`src/rtl/riscv_soft_axil_pkg.sv`:
```
// riscv_soft_axil_pkg: response codes and index/slice helpers shared by the AXI4-Lite register file
package riscv_soft_axil_pkg;
  localparam logic [1:0] RESP_OKAY = 2'b00;
  localparam logic [1:0] RESP_SLVERR = 2'b10;
  function automatic int idx_width(input int addr_width, input int data_width);
    return addr_width - $clog2(data_width / 8);
  endfunction
  function automatic int slice_lsb(input int idx, input int width);
    return idx * width;
  endfunction
endpackage

```
`src/rtl/riscv_soft_axil_wr_capture.sv`:
```
// riscv_soft_axil_wr_capture: independent AW/W holding registers, commit fires once both sides are present
module riscv_soft_axil_wr_capture #(
  parameter int ADDR_WIDTH = 5,
  parameter int DATA_WIDTH = 32
) (
  input  logic                    clk,
  input  logic                    rst_n,
  input  logic [ADDR_WIDTH-1:0]   awaddr,
  input  logic                    awvalid,
  output logic                    awready,
  input  logic [DATA_WIDTH-1:0]   wdata,
  input  logic [DATA_WIDTH/8-1:0] wstrb,
  input  logic                    wvalid,
  output logic                    wready,
  input  logic                    bvalid,
  output logic                    commit,
  output logic [ADDR_WIDTH-1:0]   addr,
  output logic [DATA_WIDTH-1:0]   data,
  output logic [DATA_WIDTH/8-1:0] strb
);
  logic aw_held, w_held, aw_hs, w_hs;
  logic [ADDR_WIDTH-1:0] addr_q;
  logic [DATA_WIDTH-1:0] data_q;
  logic [DATA_WIDTH/8-1:0] strb_q;
  assign awready = !aw_held && !bvalid;
  assign wready = !w_held && !bvalid;
  assign aw_hs = awvalid && awready;
  assign w_hs = wvalid && wready;
  // A side completing this cycle is used directly, so the commit lands on its handshake edge
  assign commit = (aw_held || aw_hs) && (w_held || w_hs);
  assign addr = aw_held ? addr_q : awaddr;
  assign data = w_held ? data_q : wdata;
  assign strb = w_held ? strb_q : wstrb;
  always_ff @(posedge clk)
    if (!rst_n) begin
      aw_held <= 1'b0;
      w_held <= 1'b0;
    end else begin
      aw_held <= commit ? 1'b0 : aw_held || aw_hs;
      w_held <= commit ? 1'b0 : w_held || w_hs;
    end
  always_ff @(posedge clk) begin
    if (aw_hs) addr_q <= awaddr;
    if (w_hs) begin
      data_q <= wdata;
      strb_q <= wstrb;
    end
  end
endmodule

```
`src/rtl/riscv_soft_axi_lite_regfile.sv`:
```
// riscv_soft_axi_lite_regfile: AXI4-Lite slave register file with RW storage and RO status windows
// Define RISCV_SOFT_AXIL_WR_PULSE_EN to build per-register write-commit pulses on wr_pulse_o.
module riscv_soft_axi_lite_regfile
  import riscv_soft_axil_pkg::*;
#(
  parameter int                  DATA_WIDTH = 32,
  parameter int                  ADDR_WIDTH = 5,
  parameter int                  NUM_REGS   = 8,
  parameter logic [NUM_REGS-1:0] RO_MASK    = '0
) (
  input  logic                           S_AXI_ACLK,
  input  logic                           S_AXI_ARESETN,
  input  logic [ADDR_WIDTH-1:0]          S_AXI_AWADDR,
  input  logic                           S_AXI_AWVALID,
  output logic                           S_AXI_AWREADY,
  input  logic [DATA_WIDTH-1:0]          S_AXI_WDATA,
  input  logic [DATA_WIDTH/8-1:0]        S_AXI_WSTRB,
  input  logic                           S_AXI_WVALID,
  output logic                           S_AXI_WREADY,
  output logic [1:0]                     S_AXI_BRESP,
  output logic                           S_AXI_BVALID,
  input  logic                           S_AXI_BREADY,
  input  logic [ADDR_WIDTH-1:0]          S_AXI_ARADDR,
  input  logic                           S_AXI_ARVALID,
  output logic                           S_AXI_ARREADY,
  output logic [DATA_WIDTH-1:0]          S_AXI_RDATA,
  output logic [1:0]                     S_AXI_RRESP,
  output logic                           S_AXI_RVALID,
  input  logic                           S_AXI_RREADY,
  output logic [NUM_REGS*DATA_WIDTH-1:0] regs_o,
  input  logic [NUM_REGS*DATA_WIDTH-1:0] status_i,
  output logic [NUM_REGS-1:0]            wr_pulse_o
);
  localparam int OFF = $clog2(DATA_WIDTH / 8);
  localparam int IW = idx_width(ADDR_WIDTH, DATA_WIDTH);
  logic [NUM_REGS*DATA_WIDTH-1:0] store;
  logic commit, wr_ok, rd_in, ar_hs, unused_addr_bits;
  logic [ADDR_WIDTH-1:0] wr_addr;
  logic [DATA_WIDTH-1:0] wr_data, rd_word;
  logic [DATA_WIDTH/8-1:0] wr_strb;
  logic [IW-1:0] wr_idx, rd_idx;
  logic [NUM_REGS-1:0] wr_ro, rd_ro;
  riscv_soft_axil_wr_capture #(.ADDR_WIDTH(ADDR_WIDTH), .DATA_WIDTH(DATA_WIDTH)) u_wr_capture (
    .clk(S_AXI_ACLK), .rst_n(S_AXI_ARESETN),
    .awaddr(S_AXI_AWADDR), .awvalid(S_AXI_AWVALID), .awready(S_AXI_AWREADY),
    .wdata(S_AXI_WDATA), .wstrb(S_AXI_WSTRB), .wvalid(S_AXI_WVALID), .wready(S_AXI_WREADY),
    .bvalid(S_AXI_BVALID), .commit(commit), .addr(wr_addr), .data(wr_data), .strb(wr_strb)
  );
  assign regs_o = store;
  assign wr_idx = wr_addr[ADDR_WIDTH-1:OFF];
  assign wr_ro = RO_MASK >> wr_idx;
  assign wr_ok = 32'(wr_idx) < NUM_REGS && !wr_ro[0];
  assign rd_idx = S_AXI_ARADDR[ADDR_WIDTH-1:OFF];
  assign rd_ro = RO_MASK >> rd_idx;
  assign rd_in = 32'(rd_idx) < NUM_REGS;
  assign rd_word = DATA_WIDTH'((rd_ro[0] ? status_i : store) >> slice_lsb(int'(rd_idx), DATA_WIDTH));
  assign ar_hs = S_AXI_ARVALID && S_AXI_ARREADY;
  assign S_AXI_ARREADY = !S_AXI_RVALID;
  assign unused_addr_bits = ^{wr_addr[OFF-1:0], S_AXI_ARADDR[OFF-1:0]};
  always_ff @(posedge S_AXI_ACLK)
    if (!S_AXI_ARESETN) begin
      store <= '0;
      S_AXI_BVALID <= 1'b0;
      S_AXI_BRESP <= RESP_OKAY;
    end else begin
      if (commit) begin
        S_AXI_BVALID <= 1'b1;
        S_AXI_BRESP <= wr_ok ? RESP_OKAY : RESP_SLVERR;
      end else if (S_AXI_BREADY) S_AXI_BVALID <= 1'b0;
      for (int b = 0; b < DATA_WIDTH / 8; b++)
        if (commit && wr_ok && wr_strb[b])
          store[slice_lsb(int'(wr_idx), DATA_WIDTH) + b * 8 +: 8] <= wr_data[b*8 +: 8];
    end
  // Read sees storage before any same-edge commit, so a colliding read returns the old value
  always_ff @(posedge S_AXI_ACLK)
    if (!S_AXI_ARESETN) begin
      S_AXI_RVALID <= 1'b0;
      S_AXI_RRESP <= RESP_OKAY;
      S_AXI_RDATA <= '0;
    end else if (ar_hs) begin
      S_AXI_RVALID <= 1'b1;
      S_AXI_RDATA <= rd_in ? rd_word : '0;
      S_AXI_RRESP <= rd_in ? RESP_OKAY : RESP_SLVERR;
    end else if (S_AXI_RREADY) S_AXI_RVALID <= 1'b0;
`ifdef RISCV_SOFT_AXIL_WR_PULSE_EN
  logic [NUM_REGS-1:0] pulse;
  always_ff @(posedge S_AXI_ACLK)
    if (!S_AXI_ARESETN) pulse <= '0;
    else pulse <= commit && wr_ok ? NUM_REGS'(1) << wr_idx : '0;
  assign wr_pulse_o = pulse;
`else
  assign wr_pulse_o = '0;
`endif
endmodule
```
`config.mk`:
```
export PLATFORM = sky130hd
export DESIGN_NAME = riscv_soft_axi_lite_regfile
export DESIGN_NICKNAME = d
export VERILOG_FILES = /design/src/rtl/riscv_soft_axil_pkg.sv /design/src/rtl/riscv_soft_axil_wr_capture.sv /design/src/rtl/riscv_soft_axi_lite_regfile.sv
export SDC_FILE = /design/constraint.sdc
export NUM_CORES = 1
export LEC_CHECK = 0
export ABC_AREA = 1
export BUFFER_PORTS_ARGS = -buffer_cell sky130_fd_sc_hd__buf_2
export CAP_MARGIN = 20
export CORE_AREA = 2 2 240 242
export DETAILED_ROUTE_END_ITERATION = 12
export DIE_AREA = 0 0 242 244
export SYNTH_ARGS = -nofsm -noshare
export SYNTH_HDL_FRONTEND = slang
export SYNTH_SLANG_ARGS = --single-unit
```
`constraint.sdc`:
```
create_clock -name S_AXI_ACLK -period 4.9 [get_ports S_AXI_ACLK]
set_clock_uncertainty 0.1 [all_clocks]
set_input_delay 0.735 -clock S_AXI_ACLK [delete_from_list [all_inputs] [get_ports S_AXI_ACLK]]
set_output_delay 0.735 -clock S_AXI_ACLK [all_outputs]
set_load 0.05 [all_outputs]
```
; Yosys cells after proc, flatten, opt, wreduce, memory -nomap -nowiden
; Cells that the tools add are included.
[totals]
in_bits = 309
out_inout_bits = 305
regBits = 335
[op_classes]
n_mux = 20
n_shift = 11
add_sub_neg = 7
bitwise = 1
reduce_logical = 21
[ops]
columns = cell, n
row1 = 256-bit 2-to-1 mux, 8
row2 = 256-bit bitwise mux, 4
row3 = "8-bit by 33-bit variable shift with 256-bit output, first input constant", 4
row4 = 8-bit by 33-bit variable part select with 256-bit output, 4
row5 = 256-bit by 8-bit >> shifter with 32-bit output, 1
row6 = 9-bit negation with 33-bit output, 3
row7 = 8-bit negation with 33-bit output, 1
row8 = 32-bit 2-to-1 mux, 1
row9 = "8-bit by 5-bit adder with 9-bit output, second input constant", 2
row10 = 1-bit logical AND, 11
row11 = "8-bit by 4-bit adder with 9-bit output, second input constant", 1
row12 = "1-bit by 3-bit >> shifter with 1-bit output, first input constant", 2
row13 = 1-bit zero test, 5
row14 = 5-bit 2-to-1 mux, 1
row15 = 1-bit 2-to-1 mux, 4
row16 = 4-bit 2-to-1 mux, 1
row17 = 2-bit nonzero test, 2
row18 = 1-bit logical OR, 2
row19 = 2-bit 2-to-1 mux, 1
row20 = 2-bit OR reduction, 1
row21 = 1-bit inverter, 1

; Longest topological paths before layout
[logic_depth]
ltp_word = 17
mapped_depth = 15
depth_no_buf = 14

; Cells and area by module
; A second synthesis with hierarchy kept.
[hier_totals]
cells_unflattened = 2260
area_unflattened_um2 = 15808.9
[by_module_without_submodules]
columns = mod, cells_per_inst, area_each_um2, n_inst, seq_area_each_um2
row1 = riscv_soft_axi_lite_regfile, 2155, 13944.6, 1, 5805.6
row2 = riscv_soft_axil_wr_capture, 105, 1864.3, 1, 1271.2

; Worst setup path before layout
; OpenSTA, ideal clock, no wires.
[synth_timing]
kind = register to register
from = register u_wr_capture.w_held
to = register u_wr_capture.data_q[0] (enable)
required_time_ps = 4326
setup_ps = 474
path_stages_with_launch = 5
n_path_buf = 3
path_slack_ps = 1060
synth_period_minus_slack_ps = 3840
arrival_time_ps = 3265
cell_sequence = dfxtp_1 > buf_4 > buf_2 > buf_2 > nor3_1
[synth_via]
elab_chain_len = 3
[synth_lines]
columns = element, line
row1 = from (decl), riscv_soft_axil_wr_capture.sv:21  ; logic aw_held, w_held, aw_hs, w_hs;
row2 = from (signal assigned), riscv_soft_axil_wr_capture.sv:40  ; w_held <= commit ? 1'b0 : w_held || w_hs;
row3 = 1-bit zero test, riscv_soft_axil_wr_capture.sv:26  ; assign wready = !w_held && !bvalid;
row4 = 1-bit logical AND, riscv_soft_axil_wr_capture.sv:26
row5 = 1-bit logical AND, riscv_soft_axil_wr_capture.sv:28  ; assign w_hs = wvalid && wready;
row6 = via u_wr_capture.w_hs, riscv_soft_axil_wr_capture.sv:21
row7 = to (signal assigned), riscv_soft_axil_wr_capture.sv:45  ; data_q <= wdata;
row8 = to (decl), riscv_soft_axil_wr_capture.sv:23  ; logic [DATA_WIDTH-1:0] data_q;
; The timed path passes the listed nets, and every way through them passes these cells.
; A chain may end at the register's enable or synchronous reset.

; Worst setup path in the final report
[layout_timing]
from = register u_wr_capture.aw_held
to = register store[78], in the netlist regs_o[78]
[layout_via]
elab_chain_len = 17
[layout_lines]
columns = element, line
row1 = from (decl), riscv_soft_axil_wr_capture.sv:21
row2 = from (signal assigned), riscv_soft_axil_wr_capture.sv:39  ; aw_held <= commit ? 1'b0 : aw_held || aw_hs;
row3 = "parallel branches: the longest is 16 deep, another holds 9-bit negation with 33-bit output", n/a
row4 = 256-bit 2-to-1 mux *, riscv_soft_axi_lite_regfile.sv:71  ; if (commit && wr_ok && wr_strb[b])
row5 = "to (signal, indexed assignment)", riscv_soft_axi_lite_regfile.sv:72  ; store[slice_lsb(int'(wr_idx), DATA_WIDTH) + b * 8 +: 8] <= wr_data[b*8 +: 8];
row6 = to (decl), riscv_soft_axi_lite_regfile.sv:36  ; logic [NUM_REGS*DATA_WIDTH-1:0] store;
; Every way passes the cells marked *. The select of a mux whose other input is x is not followed.

==> impl_metrics.ini <==
[route]
num_vias = 16090
avgRoutedWirePerCell_um = 19.80
drtIter0Drc = 1400
drc = 0
vias_per_cell = 4.769
drt_wl_total_mm = 66.78
firstDrtPassIters = 5
ant_nets = 0

[clock_tree]
htreeDepth = 2
cts.sinks = 331
cts_resized = 0
clock_path_buffers = 3
hold_buffers = 0
root_buffer = clkbuf_16
cts_tree = done
cts_buffers = 42
path_clk_slew_ns = 0.06
clk_latency_ns = 0.57
post_cts_buffers = 0

[place]
routabilityCongestion = 0.9196
dp_hpwl_mm = 50.11
io_buffers = 341

[layout]
fill_cells = 6294
multi_input_area_mm2 = 0.007333
seq_area_mm2 = 0.007018
antenna_cells = 0
final_util_pct = 34.66
drive_gt1_share_pct = 18.91
fin_nets = 2905
areaGrowthSynthToFinish_pct = 22.63

[global_route]
overflow = 0
grt_max_degree = 116
grt_first_pass_wirelength_mm = 96.90
antenna_found_initial = 0
grt_pass1_vias = 15110
grt_usage_pct = 22.00

[synthesis]
avgSynthCellArea_um2 = 6.834
synthArstFlopShare_pct = 0
synth_top_area_cell = dfxtp_1
yosys-top-cells-area = dfxtp_1 37%, o21ai_0 11%, nor2_1 11%
yosysSeqAreaShare_pct = 44.20
synth_top_area_share_pct = 36.82
synth-edff-count = 39
ys_top_cells_by_count = 451 x nor2_1, 424 x nand2_1, 339 x o21ai_0, 292 x dfxtp_1, 215 x a21oi_1
yosys_warnings = 0
ys.flop_type = dfxtp_1
synth-seq-cells = 331
synth.distinct_cells = 33
synth.most_common_cell = nor2_1
syn_inst = 2323
synth_area_mm2 = 0.01588

[timing]
rsz0062_at_grt = false
holdWs_ns = 0.2519
relSlewSlack_pct = 33.99
tightest_slew_ns = 0.9901
hold_viol_final = 0
fin_setup_tns_ns = 0
clock.fmax_mhz = 304.4
setup_viol = 0
layout_min_cycle_time_ns = 3.285
period_share_pct = 67.03
slew_viol_final = 0

[floorplanning]
fp-row-count = 87
ios = 614
fp.coreArea_mm2 = 0.05617
die_w_um = 242
die_area_mm2 = 0.05905
dieHeight_um = 244
start_util_pct = 28.26

[worst_setup_path]
r2r-start = u_wr_capture.aw_held$_SDFF_PP0_
critPathCaptureType = flip-flop
rr_endpoint = regs_o[78]$_SDFFE_PN0P_
ff2ff_setup_slack_ns = 1.62
critPathLaunchType = flip-flop
path_class = reg2reg
crit_arrival_ns = 3.64
crit_fanout = 11
r2r_cells = 10
critical_path_required_ns = 5.25

[job]
cap_violations = 0

[power]
p_clk_share_pct = 43.6
p_comb_share_pct = 16.2
ir_drop_v = 0.0002277
intPower_uw = 4989
p_leak_uw = 0.008937
p_sw_share_pct = 30.81
pwr-share-seq_pct = 40.2
switching_power_uw = 2222
power.density_mw_per_mm2 = 370.4

[min_path]
hold_path.class = in2reg
whs_path_depth = 1
holdCritStartpoint = S_AXI_WDATA[14]
min_to = u_wr_capture.data_q[14]$_DFFE_PP_

[outcome]
status = finished clean
power by group through the flow:
stage / Sequential [µW] / Combinational [µW] / Clock (µW)
2_1_floorplan: 3180 / 597 / 0
3_3_place_gp: 2960 / 1170 / 0
3_5_place_dp: 2960 / 1170 / 0
4_1_cts: 2900 / 1170 / 3220
5_1_grt: 2910 / 1260 / 3320
6_report: 2900 / 1170 / 3140
worst max path at each step:
stage	from	end	slack, ns	cells after the start
after global placement	S_AXI_AWADDR[2]	regs_o[218]$_SDFFE_PN0P_	1.31	12
final	u_wr_capture.aw_held$_SDFF_PP0_	regs_o[78]$_SDFFE_PN0P_	1.62	10
after floorplan	u_wr_capture.w_held$_SDFF_PP0_	u_wr_capture.data_q[0]$_DFFE_PP_	1.06	4
after detailed placement	S_AXI_AWADDR[2]	regs_o[73]$_SDFFE_PN0P_	1.28	12
after global routing	u_wr_capture.aw_held$_SDFF_PP0_	regs_o[223]$_SDFFE_PN0P_	1.21	10
after CTS	u_wr_capture.aw_held$_SDFF_PP0_	regs_o[78]$_SDFFE_PN0P_	1.65	10
state kept, by name (all words and copies together) (netlist names):
register              cells
S_AXI_RDATA              32
u_wr_capture.aw_held      1
u_wr_capture.strb_q       4
u_wr_capture.data_q      32
S_AXI_RVALID              1
u_wr_capture.addr_q       3
S_AXI_BVALID              1
regs_o                  256
u_wr_capture.w_held       1
placed cells by master (no fill, tap or decap), drive strengths merged:
cell | synthesis | routed
nand3 | 83 | 83
clkinvlp | 0 | 1
o21ai | 344 | 344
o21a | 1 | 1
nor3 | 17 | 17
o211ai | 23 | 23
mux2i | 4 | 4
and2 | 1 | 1
inv | 232 | 233
nor2 | 474 | 474
conb | 1 | 12
bufinv | 0 | 1
edfxtp | 39 | 39
nand2 | 432 | 432
buf | 70 | 358
clkinv | 2 | 9
a21oi | 215 | 215
ha | 7 | 7
or2 | 9 | 9
dfxtp | 292 | 292
clkbuf | 77 | 62
cell families after synthesis:
kind of cell	Yosys count	share of synthesized area [%]
flip-flops	331	44.20
buffers and inverters	381	9.899
multiplexers	4	0.2522
other	1	0.02362
adder cells (fa/ha/maj)	7	0.5517
AND/OR/NAND/NOR	1016	26.29
AO/OA/AOI/OAI	583	18.78
per-stage QoR:
| step | cells | total power (µW) | setup slack [ns] | cell area [µm²] |
|---|---|---|---|---|
| after floorplan | 2334 | 3778 | 1.060 | 15920 |
| after global placement | 3301 | 4126 | 1.309 | 18070 |
| after detailed placement | 3301 | 4130 | 1.281 | 18070 |
| after CTS | 3373 | 7294 | 1.655 | 19470 |
| after global routing | 3373 | 7495 | 1.215 | 19470 |
| final | 3373 | 7211 | 1.615 | 19470 |
cell type report:
class	instances	area share, %
multi-input cells	1622	37.67
well taps	756	4.859
repair buffers	358	9.756
clock inverters	10	0.4178
inverters	234	4.512
clock buffers	62	6.736
flip-flops and latches	331	36.05
layer usage:
layer	wire [µm]	track usage [%]	up-vias	share of wire [%]
met5	0	0	-	0
met4	2322	8.297	0	3.5
li1	-	-	7968	-
met2	34230	40.72	548	51
met1	24750	24.07	7472	37
met3	5477	5.575	98	8.2
worst max-delay path, stage by stage (launching register included):
cell     delay, ns
dfxtp_1       0.45
nand2_1       0.08
nand2_1       0.37
ha_1          0.46
inv_1         0.24
nor2_1        0.24
inv_2         0.06
nor2_1        0.59
inv_1         0.31
a21oi_1       0.19
nor2_1        0.05
No activity file was read; power rests on OpenSTA's default activity.
